**src/rtl/cook_sequencer_pkg.sv**
```systemverilog
// Shared definitions for the cook sequencer: state encodings, PWM thresholds
// and MMSS BCD digit limits.
package cook_sequencer_pkg;

  typedef enum logic [2:0] {
    ST_IDLE  = 3'd0,
    ST_LOAD  = 3'd1,
    ST_COOK  = 3'd2,
    ST_PAUSE = 3'd3,
    ST_DONE  = 3'd4
  } state_e;

  localparam int unsigned BCD_W = 16;
  localparam int unsigned PWM_W = 8;

  localparam logic [3:0] BCD_DIGIT_MAX = 4'd9;
  localparam logic [3:0] BCD_STENS_MAX = 4'd5;

  localparam logic [PWM_W-1:0] PWM_THR_L0 = 8'd64;
  localparam logic [PWM_W-1:0] PWM_THR_L1 = 8'd128;
  localparam logic [PWM_W-1:0] PWM_THR_L2 = 8'd192;

  // MMSS is valid when every digit is decimal and seconds-tens is at most 5
  function automatic logic bcd_mmss_valid(input logic [BCD_W-1:0] v);
    return (v[15:12] <= BCD_DIGIT_MAX) && (v[11:8] <= BCD_DIGIT_MAX) &&
           (v[7:4] <= BCD_STENS_MAX) && (v[3:0] <= BCD_DIGIT_MAX);
  endfunction

  // Level 3 is forced high by the caller; its entry here is never used
  function automatic logic [PWM_W-1:0] pwm_threshold(input logic [1:0] lvl);
    case (lvl)
      2'd0:    return PWM_THR_L0;
      2'd1:    return PWM_THR_L1;
      default: return PWM_THR_L2;
    endcase
  endfunction

endpackage

```
**src/rtl/bcd_mmss_down.sv**
```systemverilog
// MMSS BCD down-counter: clear, load, enabled one-second decrement with
// digit borrow, and a zero flag.
module bcd_mmss_down
  import cook_sequencer_pkg::*;
(
  input  logic             clk,
  input  logic             rst_n,
  input  logic             clr_i,
  input  logic             load_i,
  input  logic [BCD_W-1:0] load_val_i,
  input  logic             dec_i,
  output logic [BCD_W-1:0] value_o,
  output logic             zero_c
);

  logic [BCD_W-1:0] value_q, value_d;
  logic [3:0]       m1, m0, s1, s0;

  assign zero_c  = (value_q == '0);
  assign value_o = value_q;

  // Priority clear > load > decrement; decrement saturates at 0000
  always_comb begin
    value_d = value_q;
    m1 = value_q[15:12];
    m0 = value_q[11:8];
    s1 = value_q[7:4];
    s0 = value_q[3:0];
    if (clr_i) begin
      value_d = '0;
    end else if (load_i) begin
      value_d = load_val_i;
    end else if (dec_i && !zero_c) begin
      if (s0 != 4'd0) begin
        s0 = s0 - 4'd1;
      end else begin
        s0 = BCD_DIGIT_MAX;
        if (s1 != 4'd0) begin
          s1 = s1 - 4'd1;
        end else begin
          s1 = BCD_STENS_MAX;
          if (m0 != 4'd0) begin
            m0 = m0 - 4'd1;
          end else begin
            m0 = BCD_DIGIT_MAX;
            m1 = m1 - 4'd1;
          end
        end
      end
      value_d = {m1, m0, s1, s0};
    end
  end

  always_ff @(posedge clk or negedge rst_n) begin
    if (!rst_n) value_q <= '0;
    else        value_q <= value_d;
  end

endmodule

```
**src/rtl/cook_sequencer.sv**
```systemverilog
// Microwave cook sequencer: start/pause/resume/cancel FSM, one-second
// prescaler, MMSS countdown and heater PWM.
module cook_sequencer
  import cook_sequencer_pkg::*;
#(
  parameter int unsigned CLK_PER_SEC = 50000000
) (
  input  logic        clock,
  input  logic        reset,
  input  logic        start,
  input  logic        stop,
  input  logic        door_open,
  input  logic [15:0] duration_bcd,
  input  logic [1:0]  heat_level,
  output logic        heater_pwm,
  output logic        motor_on,
  output logic [15:0] remaining_bcd,
  output logic        busy,
  output logic        done,
  output logic        err,
  output logic [2:0]  state
);

  localparam int unsigned PRESC_W = (CLK_PER_SEC > 1) ? $clog2(CLK_PER_SEC) : 1;
  localparam logic [PRESC_W-1:0] PRESC_TC = PRESC_W'(CLK_PER_SEC - 1);

  state_e             state_q, state_d;
  logic [PRESC_W-1:0] presc_q, presc_d;
  logic [PWM_W-1:0]   pwm_cnt_q;
  logic [1:0]         heat_q;
  logic               heater_q, motor_q, busy_q, done_q, err_q, err_d;
  logic               load_c, clr_c, cook_run_c, tick_c, rem_zero_c;
  logic [BCD_W-1:0]   rem;

  // Stop or an open door freezes the second in progress
  assign cook_run_c = (state_q == ST_COOK) && !stop && !door_open;
  assign tick_c     = cook_run_c && (presc_q == PRESC_TC);

  bcd_mmss_down u_remaining (
    .clk        (clock),
    .rst_n      (reset),
    .clr_i      (clr_c),
    .load_i     (load_c),
    .load_val_i (duration_bcd),
    .dec_i      (tick_c),
    .value_o    (rem),
    .zero_c     (rem_zero_c)
  );

  always_comb begin
    state_d = state_q;
    load_c  = 1'b0;
    clr_c   = 1'b0;
    err_d   = 1'b0;
    case (state_q)
      ST_IDLE: begin
        if (!stop && start && !door_open) begin
          if (bcd_mmss_valid(duration_bcd) && (duration_bcd != '0)) state_d = ST_LOAD;
          else                                                     err_d   = 1'b1;
        end
      end
      ST_LOAD: begin
        load_c  = 1'b1;
        state_d = ST_COOK;
      end
      ST_COOK: begin
        if (stop || door_open)                                  state_d = ST_PAUSE;
        else if (rem_zero_c || (tick_c && rem == 16'h0001))     state_d = ST_DONE;
      end
      ST_PAUSE: begin
        if (stop) begin
          state_d = ST_IDLE;
          clr_c   = 1'b1;
        end else if (start && !door_open) begin
          state_d = ST_COOK;
        end
      end
      ST_DONE: begin
        if (start || stop) begin
          state_d = ST_IDLE;
          clr_c   = 1'b1;
        end
      end
      default: state_d = ST_IDLE;
    endcase
  end

  always_comb begin
    presc_d = presc_q;
    if (load_c || tick_c) presc_d = '0;
    else if (cook_run_c)  presc_d = presc_q + PRESC_W'(1);
  end

  always_ff @(posedge clock or negedge reset) begin
    if (!reset) begin
      state_q   <= ST_IDLE;
      presc_q   <= '0;
      pwm_cnt_q <= '0;
      heat_q    <= 2'd0;
      heater_q  <= 1'b0;
      motor_q   <= 1'b0;
      busy_q    <= 1'b0;
      done_q    <= 1'b0;
      err_q     <= 1'b0;
    end else begin
      state_q   <= state_d;
      presc_q   <= presc_d;
      pwm_cnt_q <= (state_q == ST_COOK) ? pwm_cnt_q + PWM_W'(1) : '0;
      if (load_c) heat_q <= heat_level;
      heater_q  <= (state_q == ST_COOK) &&
                   ((heat_q == 2'd3) || (pwm_cnt_q < pwm_threshold(heat_q)));
      motor_q   <= (state_q == ST_COOK);
      busy_q    <= (state_d == ST_LOAD) || (state_d == ST_COOK) || (state_d == ST_PAUSE);
      done_q    <= (state_d == ST_DONE);
      err_q     <= err_d;
    end
  end

  assign heater_pwm    = heater_q;
  assign motor_on      = motor_q;
  assign remaining_bcd = rem;
  assign busy          = busy_q;
  assign done          = done_q;
  assign err           = err_q;
  assign state         = 3'(state_q);

endmodule

```
**config.mk**
```make
export PLATFORM = sky130hd
export DESIGN_NAME = cook_sequencer
export DESIGN_NICKNAME = d
export VERILOG_FILES = /design/src/rtl/cook_sequencer_pkg.sv /design/src/rtl/bcd_mmss_down.sv /design/src/rtl/cook_sequencer.sv
export SDC_FILE = /design/constraint.sdc
export NUM_CORES = 1
export LEC_CHECK = 0
export BUFFER_PORTS_ARGS = -buffer_cell sky130_fd_sc_hd__buf_2
export CAP_MARGIN = 30
export CORE_ASPECT_RATIO = 1.5
export CORE_UTILIZATION = 57
export CTS_BUF_LIST = sky130_fd_sc_hd__clkbuf_8 sky130_fd_sc_hd__clkbuf_16
export DETAILED_ROUTE_END_ITERATION = 8
export GPL_ROUTABILITY_DRIVEN = 1
export PLACE_DENSITY = 0.79
export SLEW_MARGIN = 20
export SYNTH_ARGS = -nofsm -noshare
export SYNTH_HDL_FRONTEND = slang
export SYNTH_SLANG_ARGS = --single-unit
```
**constraint.sdc**
```tcl
create_clock -name clock -period 3.1 [get_ports clock]
set_input_delay 0.155 -clock clock [delete_from_list [all_inputs] [get_ports clock]]
set_output_delay 0.155 -clock clock [all_outputs]
set_load 0.03 [all_outputs]
```
After elaboration in Yosys (flattened, before gate mapping) --
Index checks and enable logic that the tools add are counted.
Storage, ports and cells: bits in registers 60, bits of input ports 23, output and inout bits 24, word-level logic and storage cells 105
Cells by class: add/sub/neg operators 6, eq/ne operators 15, order comparisons 5, muxes and demuxes 31, reduce and logical (&&, ||, !) cells 35
Operators with widths (number):
- $mux W26 | 2
- $mux W16 | 3
- $mux W4 | 9
- $add A26 B1 Y26 const B | 1
- $eq A26 B26 Y1 const B | 1
- $mux W3 | 7
- $eq A16 B1 Y1 const B | 1
- $logic_not A16 Y1 | 1
- $pmux W8 S2 | 1
- $reduce_bool A16 Y1 | 1
- $sub A4 B1 Y4 const B | 4
- $pmux W3 S5 | 1
- $logic_and A1 B1 Y1 | 13
- $eq A3 B2 Y1 const B | 4
- $le A4 B4 Y1 const B | 3
- $reduce_bool A4 Y1 | 3
- $ne A3 B3 Y1 const B | 3
- $add A8 B1 Y8 const B | 1
- $lt A8 B8 Y1 | 1
- $mux W8 | 1
- $logic_or A1 B1 Y1 | 7
- $eq A3 B1 Y1 const B | 2
- $eq A3 B3 Y1 const B | 2
- $mux W1 | 6
- 12 further kinds | 14

Logic depth before layout (Yosys ltp) --
Gate-level depths: netlist of the first run.
word-level depth 12, gate-level depth with buffers 8, depth with buffers taken out 7

Modules after synthesis --
From an unflattened synthesis of the first run, not the netlist that was laid out.
Second synthesis, totals: cells, all modules 357, area, all modules 3353.2 um^2
By module, submodules not included:
- cook_sequencer | instances 1, cells each 244, area an instance 2342.2 um^2
- bcd_mmss_down | instances 1, cells each 113, area an instance 1011.0 um^2

Worst setup path before layout of the first run --
Ideal clock, no wire load.
kind register -> register, start point register state_q[0] (netlist: state[0]), end point register u_remaining.value_q[10] (netlist: u_remaining.value_o[10]), stages on the path, launching flop included 7, data arrival time 2.747 ns, setup slack 0.232 ns, buffers on the path 1, required time 2.979 ns, cell sequence dfrtp_1 -> or3b_1 -> buf_2 -> or4_4 -> nor4b_1 -> mux2_2 -> a22o_1
On the way: cells in the longest elaborated chain, start to end 7, elaborated cells between the ends (all ways) 16, those cells by class eq/ne: 6; mux: 4; reduce/logical: 6
Ends and longest elaborated chain:
- start, declared | RTL line cook_sequencer.sv:27 | state_e state_q, state_d;
- start signal, assigned | RTL line cook_sequencer.sv:106 | state_q <= state_d;
- $eq A3 B2 Y1 | RTL line cook_sequencer.sv:36 | assign cook_run_c = (state_q == ST_COOK) && !stop && !door_open;
- $logic_and A1 B1 Y1 (2 in a row) | RTL line cook_sequencer.sv:36
- $logic_and A1 B1 Y1 | RTL line cook_sequencer.sv:37 | assign tick_c = cook_run_c && (presc_q == PRESC_TC);
- $logic_and A1 B1 Y1 | RTL line bcd_mmss_down.sv:33 | end else if (dec_i && !zero_c) begin
- $reduce_bool A3 Y1 (no line)
- $reduce_and A3 Y1 (no line)
- end signal, assigned | RTL line bcd_mmss_down.sv:56 | else value_q <= value_d;
- end, declared | RTL line bcd_mmss_down.sv:16 | logic [BCD_W-1:0] value_q, value_d;
Parallel ways exist; a longest one is shown, timed or not. A chain may end at the register's enable or synchronous reset.

Worst setup path in the final report of the first run --
start point register presc_q[0], end point register u_remaining.value_q[6] (netlist: u_remaining.value_o[6])
On the way: cells in the longest elaborated chain, start to end 5
Ends and longest elaborated chain:
- start, declared | RTL line cook_sequencer.sv:28 | logic [PRESC_W-1:0] presc_q, presc_d;
- start signal, assigned | RTL line cook_sequencer.sv:107 | presc_q <= presc_d;
- $eq A26 B26 Y1 | RTL line cook_sequencer.sv:37
- $logic_and A1 B1 Y1 | RTL line cook_sequencer.sv:37
- $logic_and A1 B1 Y1 | RTL line bcd_mmss_down.sv:33
- $reduce_bool A3 Y1 (no line)
- $reduce_and A2 Y1 (no line)
No other way between the ends.

==> results of run 1 <==
==> sequential cells by signal (all words and copies together) (netlist names) <==
| signal | cells |
|---|---|
| err | 1 |
| pwm_cnt_q | 8 |
| done | 1 |
| state | 3 |
| heat_q | 2 |
| u_remaining.value_o | 16 |
| motor_on | 1 |
| heater_pwm | 1 |
| busy | 1 |
| presc_q | 26 |
==> synth_stat cells, types with 3 or more instances <==
master and instances:
dfrtp_1 60, nor2b_1 3, o31ai_1 3, a21oi_1 5
nand4_1 22, nor3_1 7, a21o_1 3, ha_1 5
nand3_1 23, mux2_2 5, inv_1 10, o211ai_1 6
or4_1 3, xnor2_1 10, nor4b_1 5, or3_1 4
nor4_1 16, clkbuf_1 11, and3_1 4, xor2_1 21
nand2_1 24, a32oi_1 5, and2_1 8, a22o_1 4
or2_2 4, nor2_1 49, o21ai_0 9
==> through the flow <==
stage | total power, mW | cell area [um^2] | worst slack [ns] | cells | utilization
finish | 3.10 | 3910 | 0.187 | 488 | 0.706
global route | 3.28 | 3910 | 0.0809 | 488 | 0.706
CTS | 3.11 | 3900 | 0.131 | 488 | 0.704
detailed placement | 2.39 | 3690 | 0.156 | 471 | 0.667
global placement | 2.35 | 3660 | 0.224 | 470 | 0.662
floorplan | 2.01 | 3320 | 0.232 | 358 | -
==> area by class of cell <==
class	instances	area [um^2]
multi-input combinational	275	1750
fill	421	1630
sequential	60	1500
timing repair buffer	57	335
clock buffer	9	124
tap	70	87.6
clock inverter	7	73.8
inverter	10	37.5
==> logic make-up after synthesis <==
logic type	after synthesis	synth area share
buffers and inverters	23	0.0267
and+or+nand+nor	185	0.299
xor gates and xnor gates	31	0.0817
muxes	5	0.0169
AOI/OAI and AO/OA	49	0.105
adders and majority gates	5	0.0188
DFF	60	0.452
==> worst max path at each step <==
| stage | start | end | slack [ns] | cells past startpoint |
|---|---|---|---|---|
| 6_report | presc_q[0] | u_remaining.value_o[6] | 0.19 | 6 |
| 2_1_floorplan | state[0] | u_remaining.value_o[10] | 0.23 | 6 |
| 4_1_cts | presc_q[0] | u_remaining.value_o[6] | 0.13 | 6 |
| 5_1_grt | presc_q[0] | u_remaining.value_o[6] | 0.08 | 6 |
| 3_5_place_dp | presc_q[0] | u_remaining.value_o[6] | 0.16 | 6 |
| 3_3_place_gp | presc_q[0] | u_remaining.value_o[6] | 0.22 | 6 |
==> cells in the final DEF, fill, tap and decap left out, drive strengths merged, types with 2 or more instances in the layout <==
cell type  count
a211o          2
a211oi         2
a21boi         2
a21o           3
a21oi          5
a22o           4
a31oi          2
a32oi          5
and2           8
and3           4
and4           2
buf           56
clkbuf         9
clkinv         3
dfrtp         60
ha             5
inv           12
mux2           5
nand2         24
nand3         23
nand4         22
nor2          49
nor2b          3
nor3           7
nor4          16
nor4b          5
nor4bb         2
o211ai         6
o21ai          9
o31ai          3
or2            4
or3            4
or3b           2
or4            4
xnor2         10
xor2          21
==> power by group through the flow <==
| stage | clock network, mW | logic [mW] | registers [mW] |
|---|---|---|---|
| 2_1_floorplan | 0 | 0.629 | 1.38 |
| 3_3_place_gp | 0 | 1.17 | 1.18 |
| 3_5_place_dp | 0 | 1.20 | 1.19 |
| 4_1_cts | 0.728 | 1.21 | 1.18 |
| 5_1_grt | 0.752 | 1.32 | 1.21 |
| 6_report | 0.712 | 1.20 | 1.19 |
==> per-layer routing <==
layer  vias to the layer above  GRT usage  part of all wire
li1                       1428          -                 -
met1                      1455      0.319              0.40
met2                       118      0.471              0.52
met3                        26     0.0586             0.050
met4                         0      0.172             0.030
met5                         -          0                 0
==> timing repair <==
action | CTS | global route
endpoints found under the hold margin | 27 | 0
setup buffers | 0 | 0
hold buffers | 1 | 0
endpoints found under the setup margin | 0 | 2
resized for setup | 0 | 2
==> metrics.md, run 1 <==
| Metric | Value |
|---|---|
| Max-slew headroom | 0.523 |
| Hpwl dp | 5560 um |
| Worst path arrival time | 3.14 ns |
| Critical-path cell list | ha_1, or3b_2, or4_4, or4b_4, o31a_1, a211o_1 |
| Reg-to-reg endpoint | u_remaining.value_o[6] |
| DRC viols | 0 |
| CTS tree | yes |
| Yosys warning count | 0 |
| Hold path start | heat_level[0] |
| I/O Pins | 47 |
| Synth unique cells | 49 |
| CP startpoint kind | register |
| Initial DRT Pass Iterations | 4 |
| Vias in the first global route | 3,001 |
| RSZ-0062 raised after global routing | false |
| Kind of critical path | register to register |
| Syn Nets | 386 |
| Max rail drop VDD | 0.000417 V |
| Initial Utilization | 0.601 |
| Status | finished, final reports clean |
| First-pass GRT wire length | 13,200 um |
| Mapped cell area | 0.00332 mm^2 |
| Top_reg_cell synth | dfrtp_1 |
| Setup violators final | 0 |
| Clk network pwr share | 0.229 |
| Flop pwr share | 0.383 |
| Max-cap violations | 0 |
| CP bufs+invs | 0 |
| Sequential area share after synthesis | 0.452 |
| Worst Hold Depth | 2 |
| Vias per Instance | 6.20 |
| Clk_lat worst skew | 0.35 ns |
| Fin crit share | 0.940 |
| Final period demand of the worst path | 2.91 ns |
| Worst slew pin tran | 0.716 ns |
| Pwr per Cell Area | 794 mW/mm^2 |
| Synth Instances | 358 |
| CTS sink count | 60 |
| CP max FO | 6 |
| Post-synth EDFFs | 0 |
| DR vias | 3,027 |
| Drt initial violations | 225 |
| Largest net degree at the start of global routing | 30 |
| Ant diodes | 0 |
| All-Layer GR Usage | 0.278 |
| GRT overflow | 0 |
| Worst R2R Start | presc_q[0] |
| Routed Wire Length | 8030 um |
| Share of cells above drive strength 1 | 0.206 |
| Max stage delay on crit path | 0.60 ns |
| Worst Setup End Kind | register |
| Internal | 1.77 mW |
| Synth Register Bits | 60 |
| Critical Path RT | 3.33 ns |
| Sw Ratio | 0.428 |
| Gate power share | 0.388 |
| IO Port Bufs | 46 |
| Longest Clk Path Bufs | 2 |
| Hold path endpoint | heat_q[0] |
| Number of placement rows | 33 |
| Post-Route Setup TNS | 0 ns |
| Pins Over Slew Limit | 0 |
| Clock Skew | 0.0157 ns |
| Core box area | 0.00553 mm^2 |
| Die Area | 0.00615 mm^2 |
| Fmax | 343 MHz |
| Delay-heaviest family, CP | simple AND/OR/NAND/NOR gates |
| DIE WIDTH | 64.3 um |
| ANT nets after route | 0 |
| Final hold vios | 0 |
| NetSw | 1.33 mW |
| FF-to-FF path depth | 6 |
| Routed WL per cell | 16.4 um |
| Avg Cell Area, Syn | 9.28 um^2 |
| Final nets | 441 |
| LEAKAGE | 1.76 nW |
| Area delta synth->final | 17.6% |
| Asr flop ratio synth | 1.00 |
| Critical-path cell with the highest stage delay | or4b_4 |
| Initial antenna violation count | 0 |
| Final hold slack | 0.0316 ns |
| Synth area leader | dfrtp_1 |
| Die H | 95.5 um |
| H-tree Lvls | 3 |
| Clk pin slew, worst setup/hold paths | 0.08 ns |
| Clk root buf | clkbuf_8 |
| Synth top area cells | dfrtp_1, nor2_1, xor2_1 |
| Worst hold path type | primary input to register |
| Post-synth top area share | 0.452 |
| Clock buffer count from CTS | 9 |
| Setup slack, reg-to-reg | 0.19 ns |
| RePlAce Congestion | 0.874 |
(Power assumes the default switching activity.)
==> run 2: changes to the inputs <==
- CORE_MARGIN: not set -> 2
- SYNTH_HIERARCHICAL: not set -> 1
==> run 2 against run 1 <==
Synthesized area increased by 0.90%; fmax decreased by 2.2%; largest cell class unchanged; routed wire length increased by 2.2%; critical path type unchanged.
==> metrics.md, run 2 <==
| Metric | Value |
|---|---|
| Final hold slack | 0.0423 ns (+0.0107 ns) |
| Status | finished, final reports clean |
| Synth top area cells | dfrtp_1, nor2_1, xnor2_1 |
| Vias in the first global route | 2,964 (-1.2%) |
| Synth area leader | dfrtp_1 |
| Largest net degree at the start of global routing | 34 (+13%) |
| Worst R2R Start | presc_q[20] |
| FF-to-FF path depth | 8 (+2) |
| Die Area | 0.00652 mm^2 (+6.2%) |
| Hpwl dp | 5950 um (+7.0%) |
| Internal | 1.90 mW (+7.0%) |
| Max rail drop VDD | 0.000503 V (+20%) |
| Worst Setup EP | u_remaining/value_o[6] |
| Final period demand of the worst path | 2.98 ns (+0.0654 ns) |
| Worst hold path type | primary input to register |
| Number of flip-flops under the largest register name | 26 (unchanged) |
| Die H | 97.9 um (+2.5%) |
| Largest family of logic cells by synthesized area | simple AND/OR/NAND/NOR gates |
| Avg Cell Area, Syn | 9.39 um^2 (+1.2%) |
| Longest Clk Path Bufs | 2 (unchanged) |
| Worst Setup End Kind | register |
| Syn Nets | 384 (-0.52%) |
| Max-slew headroom | 0.416 (-0.107) |
| Gate power share | 0.393 (+0.005) |
| Commonest cells after routing, fill and taps aside | dfrtp_1, nor2_1, buf_2, nand3_1, nand2_1 |
| Routed Wire Length | 8200 um (+2.2%) |
| Xor/xnor cell area share of the yosys netlist | 0.0757 (-0.00596) |
| Area delta synth->final | 19.3% |
| DRC viols | 0 (unchanged) |
| Yosys warning count | 6 (+6) |
| Synth Register Bits | 60 (unchanged) |
| Clk network pwr share | 0.245 (+0.016) |
| H-tree Lvls | 3 (unchanged) |
| CTS tree | yes |
| DR vias | 2,976 (-1.7%) |
| Most common cell in the netlist | dfrtp_1 |
| CTS sink count | 60 (unchanged) |
| Max-cap violations | 0 (unchanged) |
| CP max FO | 3 (-3) |
| Clk pin slew, worst setup/hold paths | 0.07 ns (about the same) |
| Final nets | 444 (+0.68%) |
| Number of placement rows | 34 (+3.0%) |
| Adder-Cell Fraction of Synth Area | 0.0149 (-0.00390) |
| Synth unique cells | 61 (+24%) |
| CP startpoint kind | register |
| Drt initial violations | 271 (+20%) |
| Asr flop ratio synth | 1.00 (unchanged) |
| Clock buffer count from CTS | 9 (unchanged) |
| DIE WIDTH | 66.6 um (+3.5%) |
| Synth Area in Compound Gates | 0.125 (+0.0203) |
| Worst path arrival time | 3.22 ns (+0.08 ns) |
| GRT overflow | 0 (unchanged) |
| ANT nets after route | 0 (unchanged) |
| IO Port Bufs | 46 (unchanged) |
| Initial DRT Pass Iterations | 5 (+1) |
| Mapped cell area | 0.00335 mm^2 (+0.90%) |
| NetSw | 1.35 mW (+1.3%) |
| Most common cell after layout, fill and taps aside | dfrtp_1 |
| All-Layer GR Usage | 0.274 (-0.00429) |
| Flop pwr share | 0.362 (-0.021) |
| Clock Skew | 0.00723 ns (-0.00848 ns) |
| Worst Setup SP | presc_q[20] |
| Sequential area share after synthesis | 0.448 (-0.00405) |
| Post-CTS setup buffer count | 0 (unchanged) |
| Fin crit share | 0.961 (+0.0211) |
| Routed WL per cell | 16.6 um (+0.96%) |
| Final hold vios | 0 (unchanged) |
| Mux contribution to synthesized area | 0.0127 (-0.00426) |
| Pins Over Slew Limit | 0 (unchanged) |
| Kind of critical path | register to register |
| I/O Pins | 47 (unchanged) |
| Post-synth EDFFs | 0 (unchanged) |
| RePlAce Congestion | 0.886 (+1.4%) |
| Initial Utilization | 0.584 (-0.0168) |
| Post-synth top area share | 0.448 (-0.00405) |
| Clk_lat worst skew | 0.34 ns (about the same) |
| Sw Ratio | 0.415 (-0.0133) |
| Fmax | 336 MHz (-2.2%) |
| Initial antenna violation count | 0 (unchanged) |
| Clk root buf | clkbuf_8 |
| Ant diodes | 0 (unchanged) |
| Top_reg_cell synth | dfrtp_1 |
| Total power | 3.24 mW (+4.5%) |
| Core box area | 0.00574 mm^2 (+3.8%) |
| Most flop-heavy register | presc_q |
| Commonest cells in the netlist | dfrtp_1, nor2_1, nand3_1, nand2_1, xnor2_1 |
| Setup WS post-layout | 0.121 ns (-0.0654 ns) |
| Share of cells above drive strength 1 | 0.227 (+0.0217) |
| Critical Path RT | 3.34 ns (about the same) |
| Vias per Instance | 6.02 (-2.9%) |
| Place WS | 0.121 ns (-0.0355 ns) |
| Worst Hold Depth | 2 (unchanged) |
| Setup violators final | 0 (unchanged) |
| Worst slew pin tran | 0.869 ns (+0.152 ns) |
| Synth Area in Simple Gates | 0.294 (-0.00492) |
| Setup slack, reg-to-reg | 0.12 ns (-0.07 ns) |
| Reg-to-reg endpoint | u_remaining/value_o[6] |
| Synth Instances | 357 (-0.28%) |
| First-pass GRT wire length | 13,700 um (+4.2%) |
| Pwr per Cell Area | 811 mW/mm^2 (+2.1%) |
| LEAKAGE | 1.77 nW (+0.81%) |
==> run 2: power groups by stage <==
stage	combinational (mW)	sequential [mW]	clock, mW
floorplan	0.631	1.41	0
global placement	1.24	1.17	0
detailed placement	1.27	1.19	0
CTS	1.28	1.17	0.803
global route	1.39	1.21	0.837
finish	1.28	1.18	0.794
==> run 2: final cells by class <==
class	count	area [um^2]
Inverter	13	48.8
Fill cell	452	1740
Multi-Input combinational cell	272	1790
Clock inverter	6	87.6
Timing Repair Buffer	61	345
Clock buffer	10	138
Sequential cell	60	1510
Tap cell	72	90.1
==> run 2: how the worst min path moves through the flow <==
stage / end / start
floorplan: busy / reset
global placement: u_remaining/value_o[12] / reset
detailed placement: u_remaining/value_o[12] / reset
CTS: heat_q[1] / heat_level[1]
global route: heat_q[1] / heat_level[1]
finish: heat_q[1] / heat_level[1]
==> run 2: layer usage <==
| metal | part of all wire | global-route usage | vias up |
|---|---|---|---|
| li1 | - | - | 1427 |
| met1 | 0.39 | 0.314 | 1434 |
| met2 | 0.54 | 0.490 | 96 |
| met3 | 0.046 | 0.0622 | 19 |
| met4 | 0.023 | 0.0926 | 0 |
| met5 | 0 | 0 | - |
==> run 2: per-stage QoR <==
stage / setup TNS (ns) / std cells / utilization / instance area [um^2]
3_5_place_dp: 0 / 477 / 0.655 / 3760
4_1_cts: 0 / 494 / 0.696 / 4000
5_1_grt: -0.00195 / 494 / 0.697 / 4000
6_report: 0 / 494 / 0.697 / 4000
2_1_floorplan: 0 / 357 / - / 3390
3_3_place_gp: 0 / 477 / 0.655 / 3760
==> run 2: kinds of logic (layout without fill, tap and decap cells) <==
kind of cell             Yosys count  in the layout
flip-flops                        60             60
AND/OR/NAND/NOR                  182            182
adder cells (fa/ha/maj)            4              4
XOR/XNOR                          29             29
AO/OA/AOI/OAI                     53             53
buffers and inverters             25             90
multiplexers                       4              4
==> run 2: what timing repair did <==
| action | CTS | global route |
|---|---|---|
| hold endpoints to repair | 27 | 0 |
| setup endpoints to repair | 0 | 2 |
| hold buffers | 1 | 0 |
| gates resized for setup | 0 | 2 |
==> run 2: worst max-delay path, stage by stage (launching register included) <==
cell and delay, ns:
dfrtp_1 0.39, and4_4 0.24, nand2_1 0.07, or4_4 0.55, nor2_4 0.11, or4b_1 0.46, or4_1 0.45, or3_1 0.35
a311oi_1 0.27
==> run 3: changes to the inputs <==
- ABC_AREA: not set -> 1
- CORE_UTILIZATION: 57 -> 59
- PLACE_DENSITY: 0.79 -> 0.81
==> run 3 against run 2 <==
Routed wire length is 20% higher; via count is 33% higher; sequential share of layout area decreased by 4.3 points; sequential power about the same; fmax up 27%; synthesized area grew 18%; cell count increased by 46%; highest routed layer unchanged; worst setup slack improved by 0.62 ns; register-to-register slack gained 0.62 ns; largest power group unchanged; cell area grew 13%.
==> metrics.md, run 3 <==
| Metric | Value |
|---|---|
| Internal | 1.91 mW (+0.42%) |
| Fmax | 425 MHz (+27%) |
| CTS sink count | 60 (unchanged) |
| Sw Ratio | 0.466 (+0.0513) |
| Syn Nets | 611 (+59%) |
| I/O Pins | 47 (unchanged) |
| GRT overflow | 0 (unchanged) |
| Status | finished, final reports clean |
| RePlAce Congestion | 0.896 (+1.2%) |
| Post-synth top area share | 0.378 (-0.0698) |
| IO Port Bufs | 46 (unchanged) |
| Die H | 104 um (+6.7%) |
| CP startpoint kind | register |
| Clock Skew | 0.0109 ns (+0.00371 ns) |
| Final hold vios | 0 (unchanged) |
| Mapped cell area | 0.00397 mm^2 (+18%) |
| Final period demand of the worst path | 2.35 ns (-0.625 ns) |
| DIE WIDTH | 71 um (+6.6%) |
| Longest Clk Path Bufs | 2 (unchanged) |
| Post-synth EDFFs | 0 (unchanged) |
| ANT nets after route | 0 (unchanged) |
| CTS tree | yes |
| Total power | 3.57 mW (+10%) |
| DR vias | 3,955 (+33%) |
| Sequential area share after synthesis | 0.378 (-0.0698) |
| DRC viols | 0 (unchanged) |
| Die Area | 0.00742 mm^2 (+14%) |
| Hpwl dp | 7370 um (+24%) |
| Commonest cells after routing, fill and taps aside | nand2_1, nor2_1, inv_1, dfrtp_1 |
| Clk root buf | clkbuf_8 |
| First-pass GRT wire length | 16,700 um (+22%) |
| Avg Cell Area, Syn | 6.80 um^2 (-28%) |
| Asr flop ratio synth | 1.00 (unchanged) |
| Synth unique cells | 39 (-36%) |
| Critical-path cell list | nor2_1, nand2_2, inv_1, inv_1, o21ai_0, a31oi_1, nand2_1, nand2_1 |
| Routed WL per cell | 13.7 um (-18%) |
| Fin crit share | 0.759 (-0.202) |
| Clk_lat worst skew | 0.35 ns (about the same) |
| Top_reg_cell synth | dfrtp_1 |
| Final nets | 666 (+50%) |
| Share of cells above drive strength 1 | 0.177 (-0.0505) |
| Vias per Instance | 5.49 (-8.8%) |
| Synth area leader | dfrtp_1 |
| Worst Setup End Kind | register |
| Clk pin slew, worst setup/hold paths | 0.07 ns (about the same) |
| Max rail drop VDD | 0.000499 V (-0.79%) |
| Synth top area cells | dfrtp_1, nand2_1, nor2_1 |
| Vias in the first global route | 3,768 (+27%) |
| Flop pwr share | 0.336 (-0.026) |
| Synth Instances | 584 (+64%) |
| NetSw | 1.67 mW (+24%) |
| Critical Path RT | 3.34 ns (about the same) |
| Initial DRT Pass Iterations | 5 (unchanged) |
| Synth Register Bits | 60 (unchanged) |
| Initial antenna violation count | 0 (unchanged) |
| H-tree Lvls | 3 (unchanged) |
| Core box area | 0.00653 mm^2 (+14%) |
| Clock buffer count from CTS | 9 (unchanged) |
| CP bufs+invs | 2 (+2) |
| Largest net degree at the start of global routing | 32 (-5.9%) |
| Max-cap violations | 0 (unchanged) |
| Most common cell after layout, fill and taps aside | nand2_1 |
| Yosys warning count | 6 (unchanged) |
| Kind of critical path | register to register |
| Most common cell in the netlist | nand2_1 |
| Post-CTS setup buffer count | 0 (unchanged) |
| Delay-heaviest family, CP | buffers and inverters |
| Gate power share | 0.446 (+0.053) |
| Pwr per Cell Area | 792 mW/mm^2 (-2.3%) |
| Clk network pwr share | 0.218 (-0.027) |
| Post-Route Setup TNS | 0 ns (unchanged) |
| Max stage delay on crit path | 0.47 ns (-0.08 ns) |
| Number of placement rows | 36 (+5.9%) |
| Area delta synth->final | 13.5% |
| Most flop-heavy register | presc_q |
| Max-slew headroom | 0.550 (+0.135) |
| Worst path arrival time | 2.59 ns (-0.63 ns) |
| Worst hold path type | primary input to register |
| Routed Wire Length | 9840 um (+20%) |
| Setup violators final | 0 (unchanged) |
| Initial Utilization | 0.608 (+0.0244) |
| All-Layer GR Usage | 0.281 (+0.00730) |
| Number of flip-flops under the largest register name | 26 (unchanged) |
| CP max FO | 15 (+12) |
| Worst slew pin tran | 0.674 ns (-0.194 ns) |
| RSZ-0062 raised after global routing | false |
| Ant diodes | 0 (unchanged) |
| Post-CTS sizing | 0 (unchanged) |
| Commonest cells in the netlist | nand2_1, nor2_1, inv_1, dfrtp_1, nand3_1 |
| Pins Over Slew Limit | 0 (unchanged) |
| LEAKAGE | 2.29 nW (+29%) |
| Drt initial violations | 194 (-28%) |
| Critical-path cell with the highest stage delay | inv_1 |
run 3: cell types whose count changed in the layout (fill, tap and decap cells not counted), sizes merged, moves of 7 or more:
cell / change
and3: -7
buf: -12
nand2: +167
nand3: +30
nor2: +67
nor4: -14
o21ai: +15
xor2: -11
inv: +63
a21oi: +9
xnor2: -16
run 3: metrics by stage:
step                      instance area, um^2  setup slack [ns]  hold WS (ns)  std cells   util
after floorplan                          3970              1.06        -0.141        584      -
final                                    4510             0.746        0.0966        720  0.690
after global placement                   4260             0.891         0.228        701  0.652
after global routing                     4510             0.520        0.0948        720  0.690
after CTS                                4510             0.804        0.0728        720  0.690
after detailed placement                 4260             0.828         0.236        701  0.652
run 3: path summary, 6_finish.rpt:
path / end / slack (ns) / depth (start not counted) / start
max: u_remaining/value_o[11] / 0.75 / 8 / state[2]
min: u_remaining/value_o[2] / 0.1 / 3 / duration_bcd[2]
max reg2reg: u_remaining/value_o[11] / 0.75 / 8 / state[2]
min reg2reg: pwm_cnt_q[0] / 0.50 / 1 / pwm_cnt_q[0]
max in group asynchronous: presc_q[19] / 1.87 / 3 / reset
min in group asynchronous: presc_q[9] / 0.37 / 2 / reset
run 3: logic make-up after synthesis:
kind of cell	after synthesis	share of synthesized area
simple gates	386	0.449
buf+inv	81	0.0831
flops	60	0.378
compound gates	51	0.0724
fa+ha+maj	4	0.0126
xor+xnor	2	0.00441
run 3: repair_timing:
item | in CTS | in global routing
endpoints found under the setup margin | 0 | 0
hold buffers | 3 | 0
hold endpoints to repair | 31 | 0
run 3: cell type report:
class	instances	area, um^2
repair buffers	51	275
well taps	76	95.1
fillers	549	2020
clock buffers	10	138
flip-flops and latches	60	1500
multi-input cells	443	2140
clock inverters	6	80.1
inverters	74	278
run 3: metal layers:
metal	wire, um	share of wire	vias to the layer above	track usage
met5	0	0	-	0
met4	344	0.035	0	0.139
met3	635	0.065	30	0.0669
met2	5120	0.52	155	0.499
met1	3730	0.38	1817	0.306
li1	-	-	1953	-
run 3: worst register-to-register path, cell delays in order, from the launching register on:
cell and delay, ns:
dfrtp_1 0.45, nor2_1 0.31, nand2_2 0.17, inv_1 0.47, inv_1 0.36, o21ai_0 0.25, a31oi_1 0.08, nand2_1 0.10
nand2_1 0.05
run 3: power groups by stage:
stage / Clock, mW / Combinational (mW) / Sequential (mW)
floorplan: 0 / 0.984 / 1.39
global placement: 0 / 1.55 / 1.20
detailed placement: 0 / 1.58 / 1.21
CTS: 0.792 / 1.59 / 1.20
global route: 0.823 / 1.76 / 1.22
finish: 0.779 / 1.59 / 1.20
